### config.mk
export PLATFORM = sky130hd
export DESIGN_NAME = ext_beat_ctrl
export DESIGN_NICKNAME = d
export VERILOG_FILES = /design/src/rtl/ext_beat_ctrl.sv
export SDC_FILE = /design/constraint.sdc
export NUM_CORES = 1
export LEC_CHECK = 0
export BUFFER_PORTS_ARGS = -buffer_cell sky130_fd_sc_hd__buf_4
export CORE_MARGIN = 2
export CORE_UTILIZATION = 35
export CTS_CLUSTER_SIZE = 14
export DETAILED_ROUTE_END_ITERATION = 12
export MAX_ROUTING_LAYER = met4
export PLACE_DENSITY_LB_ADDON = 0.3
export SYNTH_ARGS = -nofsm -noshare
export SYNTH_HDL_FRONTEND = slang
export SYNTH_SLANG_ARGS = --single-unit
### constraint.sdc
create_clock -name clk_i -period 3.7 [get_ports clk_i]
set_clock_uncertainty 0.1 [all_clocks]
set_input_delay 0 -clock clk_i [delete_from_list [all_inputs] [get_ports clk_i]]
set_output_delay 0 -clock clk_i [all_outputs]
set_load 0.05 [all_outputs]
### src/rtl/ext_beat_ctrl.sv
// EXT-side beat controller: TX FIFO -> AXI W bursts with wlast, AXI R -> RX FIFO.
// Optional rlast/count consistency check enabled by defining EXT_BEAT_CTRL_LAST_CHECK_EN.

module ext_beat_ctrl_cmd_q #(
  parameter int WIDTH = 8,
  parameter int DEPTH = 2
) (
  input  logic             clk_i,
  input  logic             rst_ni,
  input  logic             push_i,
  input  logic [WIDTH-1:0] data_i,
  input  logic             pop_i,
  output logic [WIDTH-1:0] data_o,
  output logic             full_o,
  output logic             empty_o
);
  localparam int PW = (DEPTH > 1) ? $clog2(DEPTH) : 1;
  localparam int CW = $clog2(DEPTH + 1);

  logic [WIDTH-1:0] mem_q [DEPTH];
  logic [PW-1:0]    wr_ptr_q, rd_ptr_q;
  logic [CW-1:0]    count_q;
  logic             push, pop;

  assign full_o  = (count_q == CW'(DEPTH));
  assign empty_o = (count_q == '0);
  assign push    = push_i & ~full_o;
  assign pop     = pop_i & ~empty_o;
  assign data_o  = mem_q[rd_ptr_q];

  // NOTE: storage has no reset; the pointers and count alone decide what is valid.
  always_ff @(posedge clk_i) begin
    if (push) mem_q[wr_ptr_q] <= data_i;
  end

  // NOTE: sequential state is updated with non-blocking assignments only.
  always_ff @(posedge clk_i or negedge rst_ni) begin
    if (!rst_ni) begin
      wr_ptr_q <= '0;
      rd_ptr_q <= '0;
      count_q  <= '0;
    end else begin
      if (push) wr_ptr_q <= (wr_ptr_q == PW'(DEPTH - 1)) ? '0 : wr_ptr_q + PW'(1);
      if (pop)  rd_ptr_q <= (rd_ptr_q == PW'(DEPTH - 1)) ? '0 : rd_ptr_q + PW'(1);
      case ({push, pop})
        2'b10:   count_q <= count_q + CW'(1);
        2'b01:   count_q <= count_q - CW'(1);
        default: count_q <= count_q;
      endcase
    end
  end
endmodule

module ext_beat_ctrl #(
  parameter int BEAT_CNT_WIDTH  = 8,
  parameter int CMD_QUEUE_DEPTH = 2
) (
  input  logic                      clk_i,
  input  logic                      rst_ni,
  input  logic                      wr_burst_req_i,
  output logic                      wr_burst_gnt_o,
  input  logic [BEAT_CNT_WIDTH-1:0] wr_burst_len_i,
  input  logic                      rd_burst_req_i,
  output logic                      rd_burst_gnt_o,
  input  logic [BEAT_CNT_WIDTH-1:0] rd_burst_len_i,
  input  logic [63:0]               tx_data_pop_dat_i,
  input  logic [7:0]                tx_data_pop_strb_i,
  input  logic                      tx_data_pop_gnt_i,
  output logic                      tx_data_pop_req_o,
  output logic [63:0]               axi_w_data_o,
  output logic [7:0]                axi_w_strb_o,
  output logic                      axi_w_last_o,
  output logic                      axi_w_valid_o,
  input  logic                      axi_w_ready_i,
  input  logic [63:0]               axi_r_data_i,
  input  logic                      axi_r_last_i,
  input  logic                      axi_r_valid_i,
  output logic                      axi_r_ready_o,
  output logic [63:0]               rx_data_push_dat_o,
  output logic                      rx_data_push_req_o,
  input  logic                      rx_data_push_gnt_i,
  output logic                      rd_last_err_o,
  output logic                      idle_o
);
  typedef enum logic {W_IDLE, W_BURST}  w_state_e;
  typedef enum logic {R_IDLE, R_ACTIVE} r_state_e;

  logic [BEAT_CNT_WIDTH-1:0] wq_len, rq_len;
  logic                      wq_full, wq_empty, rq_full, rq_empty;
  logic                      wq_pop, rq_pop;

  w_state_e                  w_state_q;
  logic [BEAT_CNT_WIDTH-1:0] w_cnt_q;
  logic [63:0]               w_data_q;
  logic [7:0]                w_strb_q;
  logic                      w_last_q, w_valid_q;
  logic                      load;

  r_state_e                  r_state_q;
  logic [BEAT_CNT_WIDTH-1:0] r_cnt_q;
  logic                      r_active, r_hs;

  ext_beat_ctrl_cmd_q #(.WIDTH(BEAT_CNT_WIDTH), .DEPTH(CMD_QUEUE_DEPTH)) u_wr_q (
    .clk_i   (clk_i),
    .rst_ni  (rst_ni),
    .push_i  (wr_burst_req_i),
    .data_i  (wr_burst_len_i),
    .pop_i   (wq_pop),
    .data_o  (wq_len),
    .full_o  (wq_full),
    .empty_o (wq_empty)
  );

  ext_beat_ctrl_cmd_q #(.WIDTH(BEAT_CNT_WIDTH), .DEPTH(CMD_QUEUE_DEPTH)) u_rd_q (
    .clk_i   (clk_i),
    .rst_ni  (rst_ni),
    .push_i  (rd_burst_req_i),
    .data_i  (rd_burst_len_i),
    .pop_i   (rq_pop),
    .data_o  (rq_len),
    .full_o  (rq_full),
    .empty_o (rq_empty)
  );

  assign wr_burst_gnt_o = ~wq_full;
  assign rd_burst_gnt_o = ~rq_full;

  // Write side: the W register refills whenever it is empty or being accepted.
  assign wq_pop            = (w_state_q == W_IDLE) & ~wq_empty;
  assign load              = (w_state_q == W_BURST) & (~w_valid_q | axi_w_ready_i) & tx_data_pop_gnt_i;
  assign tx_data_pop_req_o = load;
  assign axi_w_data_o      = w_data_q;
  assign axi_w_strb_o      = w_strb_q;
  assign axi_w_last_o      = w_last_q;
  assign axi_w_valid_o     = w_valid_q;

  always_ff @(posedge clk_i or negedge rst_ni) begin
    if (!rst_ni) begin
      w_state_q <= W_IDLE;
      w_cnt_q   <= '0;
      w_data_q  <= '0;
      w_strb_q  <= '0;
      w_last_q  <= 1'b0;
      w_valid_q <= 1'b0;
    end else begin
      if (load) begin
        w_data_q  <= tx_data_pop_dat_i;
        w_strb_q  <= tx_data_pop_strb_i;
        w_last_q  <= (w_cnt_q == '0);
        w_valid_q <= 1'b1;
      end else if (axi_w_ready_i) begin
        w_valid_q <= 1'b0;
      end
      case (w_state_q)
        W_IDLE: begin
          if (!wq_empty) begin
            w_cnt_q   <= wq_len;
            w_state_q <= W_BURST;
          end
        end
        W_BURST: begin
          if (load) begin
            if (w_cnt_q == '0) w_state_q <= W_IDLE;
            else               w_cnt_q   <= w_cnt_q - 1'b1;
          end
        end
        default: w_state_q <= W_IDLE;
      endcase
    end
  end

  // Read side: combinational pass-through while a burst is active.
  assign r_active           = (r_state_q == R_ACTIVE);
  assign rq_pop             = ~r_active & ~rq_empty;
  assign axi_r_ready_o      = r_active & rx_data_push_gnt_i;
  assign rx_data_push_req_o = r_active & axi_r_valid_i;
  assign rx_data_push_dat_o = r_active ? axi_r_data_i : '0;
  assign r_hs               = r_active & axi_r_valid_i & rx_data_push_gnt_i;

  always_ff @(posedge clk_i or negedge rst_ni) begin
    if (!rst_ni) begin
      r_state_q <= R_IDLE;
      r_cnt_q   <= '0;
    end else begin
      case (r_state_q)
        R_IDLE: begin
          if (!rq_empty) begin
            r_cnt_q   <= rq_len;
            r_state_q <= R_ACTIVE;
          end
        end
        R_ACTIVE: begin
          if (r_hs) begin
            if (r_cnt_q == '0) r_state_q <= R_IDLE;
            else               r_cnt_q   <= r_cnt_q - 1'b1;
          end
        end
        default: r_state_q <= R_IDLE;
      endcase
    end
  end

`ifdef EXT_BEAT_CTRL_LAST_CHECK_EN
  logic rd_last_err_q;

  // Sticky: the burst still terminates on the count, rlast is only audited.
  always_ff @(posedge clk_i or negedge rst_ni) begin
    if (!rst_ni)                                          rd_last_err_q <= 1'b0;
    else if (r_hs && (axi_r_last_i != (r_cnt_q == '0)))   rd_last_err_q <= 1'b1;
  end
  assign rd_last_err_o = rd_last_err_q;
`else
  logic unused_r_last;
  assign unused_r_last = axi_r_last_i;
  assign rd_last_err_o = 1'b0;
`endif

  assign idle_o = wq_empty & rq_empty & (w_state_q == W_IDLE) & (r_state_q == R_IDLE) & ~w_valid_q;
endmodule

==> results_dict.tcl, run 1 <==
set metrics [dict create \
    synth_edf_count 32 \
    min_path_type "primary input to register" \
    worstMarginPinSlew_ps 978 \
    placed_cell_area_sq_um 8370 \
    worst_setup_path_start_kind "register" \
    async_reset_ff_frac 0.758 \
    clock.fmax_mhz 414 \
    power.density_nw_per_um2 633 \
    yosys_warnings 0 \
    grt_max_degree 82 \
    ys_seq_area_frac 0.584 \
    synth_top_cell_area_share 0.422 \
    hpwl_microns 12700 \
    gp_congestion 0.799 \
    synth_common_cells "nand2_1 (226), dfrtp_1 (100), and2_1 (66)" \
    period_needed_ps 2420 \
    final-hold-violation-count 0 \
    crit_path_max_fanout 56 \
    ys_ff_latch 132 \
    yosysUniqueCellTypes 54 \
    drv_slew 0 \
    vdd_drop_max_mv 0.390 \
    die_height_microns 134 \
    endpoint_kind "primary output" \
    dieArea_sq_um 18000 \
    drt_wl_total_microns 19000 \
    max_cap_viol_count 0 \
    antenna_found_initial 2 \
    timing.final.crit_share 0.654 \
    synthFlopType "dfrtp_1" \
    synth_fp_nets 758 \
    ioPinCount 306 \
    drt_iter0_drc 229 \
    synthesis.area_sq_um 5930 \
    grt_pass1_wl_microns 29100 \
    first_pass_iters 4 \
    path_clk_slew_ps 50 \
    setup_violations 0 \
    yosysMostFrequentCell "nand2_1" \
    synth.area.top_cells "dfrtp_1 (42%), edfxtp_1 (16%), nand2_1 (14%)" \
    grt_pass1_vias 5768 \
    initial_utilization 0.358 \
    crit_arrival_ps 2320 \
    nNetsFinal 1147 \
    h-tree-depth 4 \
    cts_tree "yes" \
    syn2layout_area_growth_pct 67.3 \
    vias 5630 \
    routedWlPerCell_microns 15.6 \
    cts_buffers 17 \
    drive_above_1_share 0.367 \
    setup_tns_ps 0 \
    clockBufferDepth 2 \
    groute.usage.overall 0.213 \
    cts_sinks 132 \
    critical_path_class "register to primary output" \
    synth.largest_area_cell "dfrtp_1" \
    slew_headroom 0.348 \
    cts_root_buffer "clkbuf_16" \
    status "complete, no violations" \
    core-area_sq_um 16600 \
    required_ps 3600 \
    synth_area_per_cell_sq_um 10.0 \
    cts_resized 0 \
    drtAntennaViolNets 0 \
    die_w_microns 134 \
    synth_cells 592 \
    p_leak_nw 4.91 \
    numPortBuffers 303 \
    fin_area_sq_um 9920 \
    viasPerCell 4.63 \
    drc 0 \
    grt_setup_unrepaired "no" \
    clock_latency_ps 410 \
    grt-ovfl-total 0 \
    num_rows 47 \
]
-- cells in the final DEF, fill, tap and decap left out, types with 4 or more instances in the layout --
cell type,n
buf_4,306
nand2_1,226
dfrtp_1,99
dlygate4sd3_1,95
and2_1,66
edfxtp_1,32
clkbuf_16,18
nor2_1,13
mux2_2,12
a21oi_1,9
inv_1,8
xnor2_1,8
and3_1,5
o21ai_0,5
mux2i_1,5
ha_1,5
nor3_1,4
nand3_1,4
a21o_1,4
o22ai_1,4
o32ai_1,4
clkinv_4,4
clkinvlp_4,4
-- report_power, final --
group	switching (mW)	total, mW	internal (mW)
Combinational	1.57	2.49	0.929
Sequential	0.295	2.10	1.81
Clock	0.626	1.68	1.05
Total	2.49	6.28	3.79
-- cells by family after synthesis --
family                     Yosys count  share of synthesized area
other                                1                   0.000632
DFF                                132                      0.584
adders and majority gates            5                     0.0106
and+or+nand+nor                    343                      0.271
AOI/OAI and AO/OA                   43                     0.0572
buffers and inverters               41                     0.0304
muxes                               17                     0.0312
xor gates and xnor gates            10                     0.0148
-- flip-flops by register name, summed over array words and instances (netlist names) --
signal           flops
axi_w_data_o        64
u_rd_q.mem_q        16
u_wr_q.mem_q        16
axi_w_strb_o         8
r_cnt_q              8
w_cnt_q              8
u_rd_q.count_q       2
u_wr_q.count_q       2
axi_w_last_o         1
axi_w_valid_o        1
r_active             1
u_rd_q.rd_ptr_q      1
u_rd_q.wr_ptr_q      1
u_wr_q.rd_ptr_q      1
u_wr_q.wr_ptr_q      1
w_state_q            1
-- final cells by class --
type / count / area [sq um]
diodes: 2 / 5.00
clock buffers: 22 / 475
clock inverters: 10 / 125
fillers: 1354 / 6660
inverters: 10 / 37.5
multi-input cells: 419 / 2290
flip-flops and latches: 132 / 3460
well taps: 220 / 275
repair buffers: 401 / 3250
-- critical path: stages (launching register included) --
cell and delay, ps:
dfrtp_1 540, nand3_2 120, inv_2 350, buf_4 550
buf_4 310
-- final timing paths --
| check | start | to | slack, ps | cells past startpoint |
|---|---|---|---|---|
| setup reg to reg | r_active | r_active | 1370 | 3 |
| max in group asynchronous | rst_ni | axi_w_data_o[4] | 2330 | 3 |
| hold / removal | axi_r_valid_i | r_cnt_q[1] | 90 | 4 |
| hold reg to reg | axi_w_data_o[39] | axi_w_data_o[39] | 370 | 2 |
| setup / recovery | w_state_q | tx_data_pop_req_o | 1280 | 4 |
| min in group asynchronous | rst_ni | axi_w_data_o[10] | 220 | 2 |
-- stage by stage --
| step | instances | utilization | power [mW] | setup WS (ps) | hold WS [ps] |
|---|---|---|---|---|---|
| 2_1_floorplan | 592 | - | 3.75 | 1420 | -396 |
| 4_1_cts | 1214 | 0.598 | 6.32 | 1250 | 70.0 |
| 3_5_place_dp | 1087 | 0.504 | 4.54 | 1380 | 89.1 |
| 5_1_grt | 1216 | 0.598 | 6.58 | 1100 | 116 |
| 3_3_place_gp | 1087 | 0.504 | 4.50 | 1370 | 85.4 |
| 6_report | 1216 | 0.598 | 6.28 | 1280 | 93.0 |
-- what timing repair did --
item,in CTS,in global routing
buffers inserted,0,0
hold endpoints to repair,183,0
hold buffers,95,0
setup endpoints to repair,0,0
-- per-layer routing --
metal	track usage	up-vias	share of wire
met3	0.0665	47	0.083
met5	-	-	0
met2	0.368	230	0.52
met4	0.0942	0	0.032
met1	0.225	2636	0.37
li1	-	2717	-
Note: power is estimated with default switching activity, not from simulation.
==> inputs of run 2 (changes only) <==
ABC_AREA = 1   (was not set)
clock period = 1.99 ns   (was 3.7 ns; I/O delays follow)
==> run 2 against run 1 <==
- combinational power rose to 2.5 times the previous value
- non-clock buffer count rose by 15
- setup slack got worse by 1200 ps
- routed wire length rose by 2.0%
- area after synthesis rose by 2.1%
- cell area rose by 2.6%
- register-to-register slack got worse by 1100 ps
- global-route usage rose by 0.084 points
- critical path type unchanged
- largest power group unchanged
==> results_dict.tcl, run 2 <==
set metrics [dict create \
    sw_frac_of_total 0.436 \
    cts_root_buffer "clkbuf_16" \
    drv_slew 0 \
    seq_power_share 0.313 \
    period_needed_ps 1880 \
    syn2layout_area_growth_pct 68.3 \
    cts_buffers 17 \
    nNetsFinal 1317 \
    slew_headroom 0.621 \
    timing.final.crit_share 0.945 \
    ys_ff_latch 132 \
    fill_cells 1416 \
    power.density_nw_per_um2 1350 \
    synth_cells 745 \
    drive_above_1_share 0.315 \
    setup_tns_ps 0 \
    crit_path_start "w_state_q" \
    synth.largest_area_cell "dfrtp_1" \
    clockBufferDepth 2 \
    synth_edf_count 32 \
    path_buf_inv 2 \
    regArea_sq_um 3460 \
    async_reset_ff_frac 0.758 \
    pwr-share-comb 0.453 \
    grt_pass1_vias 6017 \
    viasPerCell 4.43 \
    synth_top_cell_area_share 0.413 \
    p_leak_nw 5.66 \
    n_antenna_cell 0 \
    cpPeakStageDelay_ps 390 \
    crit_path_max_fanout 63 \
    ff2ff_path_depth 8 \
    path_clk_slew_ps 60 \
    cts_sinks 132 \
    min_path_type "primary input to asynchronous set/reset pin" \
    r2r_slack_ps 310 \
    drt_iter0_drc 281 \
    dieArea_sq_um 18400 \
    path_depth 4 \
    routedWlPerCell_microns 13.9 \
    r2r-start "u_rd_q.count_q[0]" \
    die_w_microns 136 \
    synth_fp_nets 911 \
    endpoint_kind "primary output" \
    crit_arrival_ps 1780 \
    vdd_drop_max_mv 1.19 \
    drt_wl_total_microns 19400 \
    p_sw_mw 6.00 \
    multi_input_area_sq_um 2070 \
    core-area_sq_um 17100 \
    synthFlopType "dfrtp_1" \
    final_cell_mix "nand2_1 (349), buf_4 (319), dfrtp_1 (99), dlygate4sd3_1 (95), inv_1 (94)" \
    first_pass_iters 5 \
    grt_max_degree 64 \
    finalPower_mw 13.8 \
    ys_seq_area_frac 0.572 \
    largest_reg_flops 64 \
    grt-ovfl-total 0 \
    drc 0 \
    yosysMostFrequentCell "nand2_1" \
    synth.area.top_cells "dfrtp_1 (41%), nand2_1 (22%), edfxtp_1 (16%)" \
    grt_setup_unrepaired "no" \
    synth_common_cells "nand2_1 (349), dfrtp_1 (100), inv_1 (94)" \
    groute.usage.overall 0.214 \
    worstMarginPinSlew_ps 568 \
    critical_path_class "register to primary output" \
    clock.fmax_mhz 532 \
    finalWorstSetupSlack_ps 110 \
    setup_violations 0 \
    pre_cts_ws_ps 301 \
    synthesis.area_sq_um 6050 \
    numPortBuffers 303 \
    required_ps 1890 \
    h-tree-depth 4 \
    drtAntennaViolNets 0 \
    hpwl_microns 13300 \
    p_int_mw 7.76 \
    synth_area_per_cell_sq_um 8.13 \
    status "complete, no violations" \
    num_rows 48 \
    p_clk_frac 0.234 \
    final-hold-violation-count 0 \
    crit_path_cell_trace "nand2_1, a21oi_4, buf_12, buf_4" \
    grt_pass1_wl_microns 29400 \
    post_cts_buffers 0 \
    cts_tree "yes" \
    yosys_warnings 0 \
    max_cap_viol_count 0 \
    vias 6150 \
    yosysUniqueCellTypes 34 \
    gp_congestion 0.820 \
    worst_setup_path_start_kind "register" \
    antenna_found_initial 0 \
    die_height_microns 136 \
    crit_path_top_delay_cell "dfrtp_1" \
    final_common_cell "nand2_1" \
    ioPinCount 306 \
    clock_latency_ps 420 \
    cpLargestDelayFamily "buffers and inverters" \
    initial_utilization 0.354 \
]
[run 2: cell count changes after synthesis, moves of 6 or more]
cell	before	now
mux2_2	12	0
nor2_1	13	48
nand3_1	5	17
inv_1	9	94
nand2_1	226	349
and2_1	66	0
clkbuf_1	15	9
o21ai_0	5	25
[run 2: per-layer routing]
metal / GRT usage / wire length (microns) / vias to the layer above / share of wire
li1: - / - / 3063 / -
met1: 0.220 / 7100 / 2795 / 0.37
met2: 0.379 / 10300 / 238 / 0.53
met3: 0.0625 / 1320 / 54 / 0.068
met4: 0.0966 / 676 / 0 / 0.035
met5: - / 0 / - / 0
[run 2: kinds of logic after synthesis]
logic type                 count (synthesis)  synth area share
and+or+nand+nor                          425             0.273
xor gates and xnor gates                   7            0.0101
AOI/OAI and AO/OA                         48            0.0475
other                                      1          0.000619
DFF                                      132             0.572
buffers and inverters                    127            0.0864
adders and majority gates                  5            0.0103
[run 2: area by class of cell]
cell class / instances / area share
timing repair buffer: 416 / 0.332
clock buffer: 22 / 0.0486
multi-input combinational: 486 / 0.203
tap: 225 / 0.0276
sequential: 132 / 0.340
clock inverter: 10 / 0.0115
inverter: 98 / 0.0361
[run 2: stage by stage]
stage	utilization	hold WS, ps	instance area (sq um)	instances
3_5_place_dp	0.503	-70.2	8620	1262
5_1_grt	0.595	58.2	10200	1389
2_1_floorplan	-	-396	6050	745
6_report	0.595	17.8	10200	1389
3_3_place_gp	0.503	-79.1	8620	1262
4_1_cts	0.595	16.0	10200	1389
[run 2: final timing paths]
kind,to
max,tx_data_pop_req_o
min,axi_w_data_o[52]
max reg2reg,u_rd_q.count_q[1]
min reg2reg,axi_w_data_o[23]
max in group asynchronous,axi_w_data_o[35]
min in group clk_i,axi_w_last_o
[run 2: what timing repair did]
item	in CTS	in global routing
hold buffers	95	0
endpoints found under the setup margin	0	1
endpoints found under the hold margin	210	0
resized for setup	0	1
[run 2: worst reg2reg max path: cells and delay by family, from the launching register on]
kind / cells / cell delay [ps]
AOI/OAI and AO/OA: 2 / 230
xor gates and xnor gates: 1 / 140
adders and majority gates: 1 / 320
and+or+nand+nor: 2 / 260
buffers and inverters: 2 / 110
DFF: 1 / 420
[run 2: power groups by stage]
stage	Combinational, mW	Clock [mW]	Sequential [mW]
2_1_floorplan	2.16	0	6.21
3_3_place_gp	5.99	0	4.31
3_5_place_dp	6.07	0	4.32
4_1_cts	6.24	3.28	4.30
5_1_grt	6.73	3.39	4.42
6_report	6.24	3.21	4.31
